$ cat config.mk
export PLATFORM = sky130hd
export DESIGN_NAME = fifo_sync_param
export DESIGN_NICKNAME = d
export VERILOG_FILES = /design/src/rtl/fifo_pkg.sv /design/src/rtl/fifo_mem_dp.sv /design/src/rtl/fifo_sync_param.sv
export SDC_FILE = /design/constraint.sdc
export NUM_CORES = 1
export LEC_CHECK = 0
export ABC_AREA = 1
export ABC_CLOCK_PERIOD_IN_PS = 2100
export CAP_MARGIN = 20
export CORE_UTILIZATION = 40
export DETAILED_ROUTE_END_ITERATION = 12
export SYNTH_ARGS = -nofsm -noshare
export SYNTH_HDL_FRONTEND = slang
export SYNTH_SLANG_ARGS = --single-unit
export TNS_END_PERCENT = 1
$ cat constraint.sdc
create_clock -name clk -period 2.1 [get_ports clk]
set_input_delay 0.42 -clock clk [delete_from_list [all_inputs] [get_ports clk]]
set_output_delay 0.42 -clock clk [all_outputs]
set_load 0.03 [all_outputs]
$ cat src/rtl/fifo_pkg.sv
// Shared FIFO definitions: default geometry, depth helper, Gray-code helpers, flag bundle.
package fifo_pkg;

  localparam int unsigned FIFO_DATA_WIDTH = 8;
  localparam int unsigned FIFO_ADDR_WIDTH = 4;
  localparam int unsigned FIFO_GRAY_W     = 32;

  // Level flags decoded from the fill count
  typedef struct packed {
    logic full;
    logic empty;
    logic almost_full;
    logic almost_empty;
  } fifo_flags_t;

  // Number of storage words for a given address width
  function automatic int unsigned fifo_depth(input int unsigned addr_width);
    return 32'd1 << addr_width;
  endfunction

  // Binary to reflected Gray code
  function automatic logic [FIFO_GRAY_W-1:0] bin2gray(input logic [FIFO_GRAY_W-1:0] bin);
    return bin ^ (bin >> 1);
  endfunction

  // Reflected Gray code back to binary (prefix XOR from the MSB down)
  function automatic logic [FIFO_GRAY_W-1:0] gray2bin(input logic [FIFO_GRAY_W-1:0] gray);
    logic [FIFO_GRAY_W-1:0] bin;
    bin = '0;
    bin[FIFO_GRAY_W-1] = gray[FIFO_GRAY_W-1];
    for (int i = FIFO_GRAY_W - 2; i >= 0; i--) begin
      bin[i] = bin[i+1] ^ gray[i];
    end
    return bin;
  endfunction

endpackage

$ cat src/rtl/fifo_mem_dp.sv
// DEPTH x DATA_WIDTH storage: synchronous write port, read port registered (FWFT=0)
// or combinational (FWFT=1).
module fifo_mem_dp
  import fifo_pkg::*;
#(
  parameter int unsigned DATA_WIDTH = FIFO_DATA_WIDTH,
  parameter int unsigned ADDR_WIDTH = FIFO_ADDR_WIDTH,
  parameter bit          FWFT       = 1'b0
) (
  input  logic                  clk,
  input  logic                  rst_n,
  input  logic                  we_i,
  input  logic [ADDR_WIDTH-1:0] waddr_i,
  input  logic [DATA_WIDTH-1:0] wdata_i,
  input  logic                  re_i,
  input  logic [ADDR_WIDTH-1:0] raddr_i,
  output logic [DATA_WIDTH-1:0] rdata_o
);

  localparam int unsigned DEPTH = fifo_depth(ADDR_WIDTH);

  logic [DATA_WIDTH-1:0] mem_q [DEPTH];

  // Storage write; contents are deliberately not reset
  always_ff @(posedge clk) begin
    if (we_i) begin
      mem_q[waddr_i] <= wdata_i;
    end
  end

  if (FWFT) begin : g_fwft
    logic unused_fwft;
    assign unused_fwft = ^{re_i, rst_n};
    // Head word is always presented
    assign rdata_o = mem_q[raddr_i];
  end else begin : g_reg
    logic [DATA_WIDTH-1:0] rdata_q;
    // Registered read, holds when no read is accepted
    always_ff @(posedge clk or negedge rst_n) begin
      if (!rst_n) begin
        rdata_q <= '0;
      end else if (re_i) begin
        rdata_q <= mem_q[raddr_i];
      end
    end
    assign rdata_o = rdata_q;
  end

endmodule

$ cat src/rtl/fifo_sync_param.sv
// Single-clock parametrised FIFO with fill count, almost flags, error pulses and optional FWFT.
module fifo_sync_param
  import fifo_pkg::*;
#(
  parameter int unsigned DATA_WIDTH    = FIFO_DATA_WIDTH,
  parameter int unsigned ADDR_WIDTH    = FIFO_ADDR_WIDTH,
  parameter int unsigned AFULL_THRESH  = 14,
  parameter int unsigned AEMPTY_THRESH = 2,
  parameter bit          FWFT          = 1'b0
) (
  input  logic                  clk,
  input  logic                  rst_n,
  input  logic                  wr_en,
  input  logic [DATA_WIDTH-1:0] wdata,
  input  logic                  rd_en,
  output logic [DATA_WIDTH-1:0] rdata,
  output logic                  full,
  output logic                  empty,
  output logic                  almost_full,
  output logic                  almost_empty,
  output logic [ADDR_WIDTH:0]   count,
  output logic                  overflow,
  output logic                  underflow
);

  localparam int unsigned DEPTH = fifo_depth(ADDR_WIDTH);
  localparam int unsigned PTR_W = ADDR_WIDTH + 1;

  // Parameter legality
  if (ADDR_WIDTH < 1) begin : g_bad_aw
    $error("fifo_sync_param: ADDR_WIDTH must be at least 1");
  end
  if ((AFULL_THRESH < 1) || (AFULL_THRESH > DEPTH)) begin : g_bad_afull
    $error("fifo_sync_param: AFULL_THRESH out of range 1..DEPTH");
  end
  if (AEMPTY_THRESH > DEPTH - 1) begin : g_bad_aempty
    $error("fifo_sync_param: AEMPTY_THRESH out of range 0..DEPTH-1");
  end

  logic [PTR_W-1:0] wr_ptr_q, wr_ptr_d;
  logic [PTR_W-1:0] rd_ptr_q, rd_ptr_d;
  logic [PTR_W-1:0] count_q, count_d;
  logic             overflow_q, overflow_d;
  logic             underflow_q, underflow_d;
  logic             wr_acc, rd_acc;
  fifo_flags_t      flags_c;

  // Flags depend only on the registered count
  always_comb begin
    flags_c              = '0;
    flags_c.full         = (count_q == PTR_W'(DEPTH));
    flags_c.empty        = (count_q == '0);
    flags_c.almost_full  = (count_q >= PTR_W'(AFULL_THRESH));
    flags_c.almost_empty = (count_q <= PTR_W'(AEMPTY_THRESH));
  end

  assign wr_acc = wr_en & ~flags_c.full;
  assign rd_acc = rd_en & ~flags_c.empty;

  // Next-state for pointers, count and error pulses
  always_comb begin
    wr_ptr_d    = wr_ptr_q;
    rd_ptr_d    = rd_ptr_q;
    count_d     = count_q;
    overflow_d  = wr_en & flags_c.full;
    underflow_d = rd_en & flags_c.empty;
    if (wr_acc) begin
      wr_ptr_d = wr_ptr_q + PTR_W'(1);
    end
    if (rd_acc) begin
      rd_ptr_d = rd_ptr_q + PTR_W'(1);
    end
    unique case ({wr_acc, rd_acc})
      2'b10:   count_d = count_q + PTR_W'(1);
      2'b01:   count_d = count_q - PTR_W'(1);
      default: count_d = count_q;
    endcase
  end

  // State registers
  always_ff @(posedge clk or negedge rst_n) begin
    if (!rst_n) begin
      wr_ptr_q    <= '0;
      rd_ptr_q    <= '0;
      count_q     <= '0;
      overflow_q  <= 1'b0;
      underflow_q <= 1'b0;
    end else begin
      wr_ptr_q    <= wr_ptr_d;
      rd_ptr_q    <= rd_ptr_d;
      count_q     <= count_d;
      overflow_q  <= overflow_d;
      underflow_q <= underflow_d;
    end
  end

  fifo_mem_dp #(
    .DATA_WIDTH (DATA_WIDTH),
    .ADDR_WIDTH (ADDR_WIDTH),
    .FWFT       (FWFT)
  ) u_mem (
    .clk     (clk),
    .rst_n   (rst_n),
    .we_i    (wr_acc),
    .waddr_i (wr_ptr_q[ADDR_WIDTH-1:0]),
    .wdata_i (wdata),
    .re_i    (rd_acc),
    .raddr_i (rd_ptr_q[ADDR_WIDTH-1:0]),
    .rdata_o (rdata)
  );

  assign full         = flags_c.full;
  assign empty        = flags_c.empty;
  assign almost_full  = flags_c.almost_full;
  assign almost_empty = flags_c.almost_empty;
  assign count        = count_q;
  assign overflow     = overflow_q;
  assign underflow    = underflow_q;

endmodule

==> results of run 1 <==
## layout make-up
cell class / instances / share of cell area, %
clock inverters: 15 / 1.96
clock buffers: 17 / 5.18
flip-flops and latches: 151 / 53.9
multi-input cells: 387 / 22.4
well taps: 220 / 3.35
inverters: 120 / 5.51
repair buffers: 75 / 7.74
## through the flow
stage	TNS [ps]	power [mW]	utilization, %
after floorplan	-331	6.66	-
after CTS	-25.5	11.1	49.2
final	-30.5	11.1	49.5
after detailed placement	-294	8.10	45.6
after global routing	-431	11.7	49.5
after global placement	-54.7	8.01	45.6
## cells in the mapped netlist
cell type | number | area share, %
sky130_fd_sc_hd__nand2_2 | 3 | 0.28
sky130_fd_sc_hd__clkbuf_1 | 4 | 0.22
sky130_fd_sc_hd__edfxtp_1 | 128 | 56
sky130_fd_sc_hd__ha_1 | 8 | 1.5
sky130_fd_sc_hd__buf_6 | 2 | 0.33
sky130_fd_sc_hd__nor2_1 | 4 | 0.22
sky130_fd_sc_hd__xor2_1 | 5 | 0.64
sky130_fd_sc_hd__o21ai_0 | 4 | 0.29
sky130_fd_sc_hd__dfrtp_1 | 23 | 8.5
sky130_fd_sc_hd__a2111oi_0 | 1 | 0.13
sky130_fd_sc_hd__inv_2 | 2 | 0.11
sky130_fd_sc_hd__buf_2 | 15 | 1.1
sky130_fd_sc_hd__a21boi_0 | 1 | 0.11
sky130_fd_sc_hd__inv_1 | 117 | 6.5
sky130_fd_sc_hd__nor3_1 | 16 | 1.2
sky130_fd_sc_hd__nor4_4 | 1 | 0.31
sky130_fd_sc_hd__buf_1 | 3 | 0.17
sky130_fd_sc_hd__buf_4 | 6 | 0.66
sky130_fd_sc_hd__nand3_1 | 103 | 7.6
sky130_fd_sc_hd__nand2_4 | 1 | 0.17
sky130_fd_sc_hd__nand3b_1 | 1 | 0.11
sky130_fd_sc_hd__nand2_1 | 235 | 13
sky130_fd_sc_hd__xnor2_1 | 4 | 0.51
sky130_fd_sc_hd__clkinv_1 | 1 | 0.055
## sequential cells by signal, summed over array words and instances (netlist names)
name           cells
u_mem.rdata_o      8
count              5
underflow          1
wr_ptr_q           4
rd_ptr_q           4
u_mem.mem_q      128
overflow           1
## power by group through the flow
stage | Sequential (mW) | Clock (mW) | Combinational [mW]
2_1_floorplan | 4.21 | 0 | 2.45
3_3_place_gp | 4.02 | 0 | 3.99
3_5_place_dp | 4.04 | 0 | 4.06
4_1_cts | 3.99 | 3.05 | 4.07
5_1_grt | 4.03 | 3.15 | 4.55
6_report | 3.99 | 3.00 | 4.15
## what timing repair did
| action | 4_1_cts | 5_1_grt |
|---|---|---|
| pin swaps | 0 | 7 |
| resized for setup | 14 | 23 |
| hold buffers | 0 | 0 |
| setup buffers | 0 | 2 |
| endpoints found under the setup margin | 7 | 6 |
## cells by family after synthesis
family | count (synthesis)
compound gates | 6
xor+xnor | 9
fa+ha+maj | 8
buf+inv | 150
flops | 151
simple gates | 364
## critical path: stages, from the launching register on
cell	delay [ps]
sky130_fd_sc_hd__dfrtp_2	450
sky130_fd_sc_hd__nor4_4	330
sky130_fd_sc_hd__nand2_2	140
sky130_fd_sc_hd__nand2_4	100
sky130_fd_sc_hd__inv_4	40
sky130_fd_sc_hd__ha_4	170
sky130_fd_sc_hd__buf_4	150
sky130_fd_sc_hd__nand2_2	70
sky130_fd_sc_hd__inv_2	50
sky130_fd_sc_hd__nor2_4	160
sky130_fd_sc_hd__nand3_2	100
sky130_fd_sc_hd__nand2_1	80
sky130_fd_sc_hd__nand2_1	50
sky130_fd_sc_hd__nand3_1	70
sky130_fd_sc_hd__nand2_1	60
## per-layer routing
layer  part of all wire [%]  global-route usage (%)  wire [µm]
met3                    4.5                    2.91        701
met2                     50                    30.8       7770
met5                      0                       0          0
met4                    1.9                    7.54        294
met1                     43                    24.1       6680
## final timing paths
path,to,slack (ps),cells past startpoint
setup / recovery,count[3],-20,14
hold / removal,underflow,360,2
setup reg to reg,count[3],-20,14
hold reg to reg,u_mem.rdata_o[0],500,2
max in group asynchronous,count[3],1480,2
min in group clk,u_mem.rdata_o[0],500,2
==> out/results.txt, run 1 <==
The flow ran to the end, but the final reports show violations. The checks that failed: negative setup slack. Across the routed clock network, the largest skew measured is 3.96 ps. The flop and latch count out of synthesis is 151, and the multi-input combinational cell area is 0.00184 mm². The starting density of the core was 41.0%. The tools report the highest clock rate as 473 MHz.

The worst max-slew margin expressed relative to the limit came out at 55.8%. Once placement finished, the instance area stood at 0.00755 mm². The critical path class is reg2reg.

The final count of pins violating max slew came out at 0. The global route total overflow was 0. Summing the areas of all compound-gate instances in the mapped netlist gives 0.533% of the synthesized area. Sequential elements use 64.9% of the synthesized area.

Entering global routing, the biggest net connects 34 pins. Averaged over all synthesized cells, the footprint is 9.89 µm². STA puts the critical path data required time at 2410 ps. Multiplexer share of the synthesized area: 0%. The library cells used most frequently in the layout, excluding fill and tap cells, are 233 x sky130_fd_sc_hd__nand2_1, 128 x sky130_fd_sc_hd__edfxtp_1, 115 x sky130_fd_sc_hd__inv_1, 101 x sky130_fd_sc_hd__nand3_1, 45 x sky130_fd_sc_hd__buf_4.

The synthesized-area fraction occupied by adder cells came out at 1.47%. The logs give 0.798 for the last weighted congestion value of the routability-driven placer and 18.5% for the overall track demand over capacity in global routing. Hold violation count in the final report: 0. The core region is 0.0166 mm².

At the end of the flow, the number of nets in the layout was 772. In this run the power density over the cells is 1360 mW/mm². The HPWL after detailed placement is 10.0 mm. Setup violations remaining at the end of the flow were counted as 3. The height of the die came out at 132 µm.

Of the total power, the share spent switching nets is 37.6%. The tools report the worst hold-check slack as 358 ps. TritonCTS built the clock tree. The first detailed-routing pass ran for 4 iterations.

The floorplan step set the die width to 132 µm. The share of power burned in registers is 35.8%, and the switching power summed over all nets is 4.20 mW. The area of the die was 0.0175 mm²; the area added between synthesis and finish was 20.7%. After floorplanning, the core was divided into 47 placement rows. The clock root buffer is sky130_fd_sc_hd__clkbuf_16.

After Yosys synthesis, XOR and XNOR cells account for 1.16% of the synthesized area. Counting every sink on the clock net gives 151. Dividing the detail-routed wire length by the instance count gives 15.7 µm. The tools report the number of nets produced by synthesis as 708. The count of nets left with antenna violations once routing finished came out at 0. The synthesized netlist occupies a cell area of 0.00681 mm². The initial antenna violation count is 0.

The port buffer count was 30; the via total after detailed routing was 4716. Clock tree synthesis inserted a total of 17 buffers. The layout has 1488 filler cells. The first global-routing pass estimated 24.2 mm of wire. The detailed-route wire length came out at 15.4 mm. The internal power of the cells totals 6.95 mW. The worst-path maximum fanout was 4; the slack of the critical path was -15.9 ps.

For the worst-skew pair, the clock arrives at the later sink with an insertion delay of 420 ps. OpenSTA, run right after detailed placement, puts the worst setup slack at -112 ps. Setup repair after global routing could not meet its margin everywhere. For the number of design-rule violations left by the first detailed-router iteration, the log shows 266. Clock-pin slew was measured on the worst setup and hold paths at 60 ps. The path class of the tightest hold or removal check is in2async. The worst-case vdd ir drop was 699 µV. For this run, the number of Yosys warnings is 0.

Gate count of the mapped netlist: 688. The element type at the critical path end was a flip-flop. For the pin with the worst max-slew slack, the measured transition is 661 ps. The H-tree depth is 4, and the average vias per placed instance is 4.79. In this run, the clock network consumes 26.9% of the power.

Yosys mapped the design onto 24 distinct sky130hd cell types. Type of element launching the critical path: a flip-flop. 0 antenna diodes ended up in the layout.

For this run, the number of standard cells in the final layout without fillers is 985. The final critical delay including setup and external delays was 2120 ps; the total of max-cap violations was 0. The most common cell after layout, fill and taps aside was sky130_fd_sc_hd__nand2_1. For this run, design rule violations remaining after detail routing come to 0.

Final cycle utilization of the critical path: 101%. In this run the count of I/O pins placed on the die edge is 31. The via count of the first global-routing pass was 4497; the fraction of final layout cells with drive strength greater than 1 was 13.5%. The analysis attributes to cell leakage a power of 3.68 nW. Of the total synthesized cell area, the portion taken by AND, OR, NAND and NOR gates is 22.8%.

STA puts the critical path data arrival time at 2420 ps. The tools report the startpoint of the worst register-to-register path as count[3]. The finished cells cover 0.00822 mm².

Combinational cells account for 37.3% of the total power. The longest clock path from root to sink contains 2 buffers. The number of placed instances, taps included, is 951. The dominant combinational cell family by area after synthesis was simple AND/OR/NAND/NOR gates.

The most critical setup path has its startpoint at count[3]. The sequential cells in the finished layout cover a total of 0.00443 mm².
(Power assumes the default switching activity.)
==> run 2, diff against run 1 <==
Settings changed: CORE_MARGIN from default to 8, CORE_UTILIZATION 40 to 25, PLACE_DENSITY from default to 0.53.
==> run 2 against run 1 <==
Compared with the run above: the run now ends clean; combinational power rose by 3%; critical path depth fell by 2; utilization fell by 18 points; critical endpoint is now count[2].
==> out/results.txt, run 2 (synthesis results as in run 1) <==
The run finished with clean final reports. The post-route netlist has 13.2% of its cells at a drive strength greater than 1. Clock skew on the completed layout was measured at 7.95 ps.

The count of buffers added on input and output ports is 30. Cell at the slowest stage of the critical path: sky130_fd_sc_hd__dfrtp_2. Type of element launching the critical path: a flip-flop.

At the worst endpoint, the arrival time is 2400 ps. The flip-flop count of the largest register, all copies and words added is 128. The element type at the critical path end is a flip-flop.

Final hold analysis gives a worst-case slack of 364 ps. Before antenna repair, the detailed router went through 4 iterations. Summed over all failing endpoints, the final setup total negative slack is 0 ps. The die covers 0.0328 mm².

Relative to the synthesized area, the layout overhead comes to 23.3%. The worst pin sits at a relative slew slack of 55.5%. Traced cell by cell, the critical path runs through nor4_4 -> nand2_2 -> nand2_4 -> inv_4 -> ha_4 -> xor2_4 -> ha_2 -> inv_2 -> nand2_2 -> buf_6 -> xnor2_2 -> o21ai_1.

The H-tree depth is 4. The count of antenna-violating nets left after detailed routing is 0. The clock transition time at the flip-flop clock pins of the worst setup and hold paths is 60 ps, and the number of I/O pins is 31. The pin slew with the least headroom to its limit was 666 ps.

The final core utilization was 31.2%. The mean routed wirelength per cell works out to 14.7 µm. The HPWL after detailed placement was 10.3 mm; the clock tree buffer depth was 2.

The total of max-cap violations was 0; the worst-case vdd ir drop was 663 µV. The highest clock rate was 486 MHz. The run gives 4586 as the via count of the first global-routing pass. The standby leakage power came out at 3.69 nW. The core box area came out at 0.0269 mm². The final count of pins violating max slew came out at 0. In the layout the commonest cells are 233 x sky130_fd_sc_hd__nand2_1, 128 x sky130_fd_sc_hd__edfxtp_1, 115 x sky130_fd_sc_hd__inv_1, 101 x sky130_fd_sc_hd__nand3_1, 45 x sky130_fd_sc_hd__buf_4.

The floorplan step set the die height to 181 µm. TritonCTS built the clock tree. The average vias per placed instance is 4.13, and the register cell area after layout is 0.00443 mm².

Once the floorplan was initialized, standard cells occupied 25.3% of the core. Timing analysis after detailed placement gives a worst setup slack of -66.2 ps. The number of sinks on the clock net is 151.

The wire length of the first global-routing pass is 26.2 mm, and the maximum cell stage delay along the critical path is 420 ps. At the end of the flow, the number of nets in the layout was 773. Setup slack on the worst reg-to-reg path comes out at 40 ps.

The number of design-rule violations left by the first detailed-router iteration was 301. Detailed routing inserted a total of 4566 vias. In this run, CTS created clock tree buffers numbering 17. Number of buffer and inverter instances along the worst setup path: 3.

For the worst-skew pair, the clock arrives at the later sink with an insertion delay of 420 ps. The initial antenna violation count is 0, and the total of endpoints with negative setup slack in the final report is 0. Global routing used 10.4% of the available tracks. Setup slack on the critical path of the routed design comes to 43.8 ps.

Setup repair after global routing could not meet its margin everywhere. Fill cells in the final layout number 2784. Class of the tightest hold or removal check: in2async.

The hold violation count in the final report was 0. Among cell families on the critical path, the largest total delay comes from simple AND/OR/NAND/NOR gates. The clock root buffer is sky130_fd_sc_hd__clkbuf_16. u_mem.mem_q holds more flip-flops than any other register.

The library cell used most frequently in the layout, excluding fill and tap cells, is sky130_fd_sc_hd__nand2_1. 0 antenna diodes ended up in the layout. The critical path is of the reg2reg type.

The final cycle utilization of the critical path is 97.9%. After detailed routing, the number of remaining DRC violations is 0. The smallest clock period supported by the final layout is computed as 2060 ps.

The worst-path maximum fanout was 2. At the worst endpoint, the required time is 2450 ps. The cell row count was 60. Summing all multi-input logic gate instances after layout gives 0.00184 mm². For this run the aggregate overflow at the end of global routing stands at 0.

Entering global routing, the biggest net connects 47 pins. After detailed routing, the total wire length is 16.2 mm. Counting stages on the worst path, the most repeated cell is sky130_fd_sc_hd__nand2_2. Routability-driven placement finished with a final weighted congestion of 0.731. The floorplan step set the die width to 181 µm. The power density relative to cell area works out to 1340 mW/mm².
run 2: cell types whose count changed in the layout (fill, tap and decap cells not counted), sizes merged:
cell and change:
inv +3, clkinv -3, buf +2, clkdlybuf4s15 -1
clkinvlp -1
run 2: power breakdown:
| group | total (mW) | leakage [nW] | switching [mW] | internal (mW) |
|---|---|---|---|---|
| Clock | 3.06 | 0.280 | 1.21 | 1.85 |
| Sequential | 3.92 | 1.44 | 0.237 | 3.68 |
| Combinational | 4.27 | 1.97 | 2.81 | 1.46 |
| Total | 11.2 | 3.69 | 4.26 | 6.99 |
run 2: per-layer routing:
layer	global-route usage [%]	vias up	routed length, µm
met3	2.21	14	440
met2	17.3	56	8010
met4	3.44	0	209
li1	-	2325	-
met1	13.2	2171	7550
met5	0	-	0
run 2: final timing paths:
check,start,end,cells past startpoint
setup reg to reg,count[1],count[2],12
hold / removal,rst_n,underflow,2
min in group clk,u_mem.rdata_o[4],u_mem.rdata_o[4],2
hold reg to reg,u_mem.rdata_o[4],u_mem.rdata_o[4],2
max in group asynchronous,rst_n,count[1],2
setup / recovery,count[1],count[2],12
run 2: worst reg2reg max path: stages (launching register included):
cell	delay (ps)
sky130_fd_sc_hd__dfrtp_2	420
sky130_fd_sc_hd__nor4_4	320
sky130_fd_sc_hd__nand2_2	120
sky130_fd_sc_hd__nand2_4	100
sky130_fd_sc_hd__inv_4	40
sky130_fd_sc_hd__ha_4	170
sky130_fd_sc_hd__xor2_4	160
sky130_fd_sc_hd__ha_2	180
sky130_fd_sc_hd__inv_2	50
sky130_fd_sc_hd__nand2_2	70
sky130_fd_sc_hd__buf_6	120
sky130_fd_sc_hd__xnor2_2	120
sky130_fd_sc_hd__o21ai_1	120
run 2: per-stage QoR:
stage | area, µm² | total power [mW] | cells
2_1_floorplan | 6820 | 6.66 | 688
3_3_place_gp | 7740 | 8.19 | 1075
3_5_place_dp | 7740 | 8.20 | 1075
4_1_cts | 8320 | 11.3 | 1106
5_1_grt | 8390 | 12.0 | 1106
6_report | 8390 | 11.2 | 1106
run 2: repair_timing:
item                       in CTS  in global routing
pin swaps                       0                 10
hold buffers                    0                  0
setup buffers                   0                  0
resized for setup               5                 25
setup endpoints to repair       3                  9
run 2: final cells by class:
class                           instances  area share [%]
Timing Repair Buffer                   76            7.89
Tap cell                              341            5.08
Inverter                              120            5.40
Multi-Input combinational cell        387            22.0
Clock buffer                           17            5.07
Sequential cell                       151            52.7
Clock inverter                         14            1.86
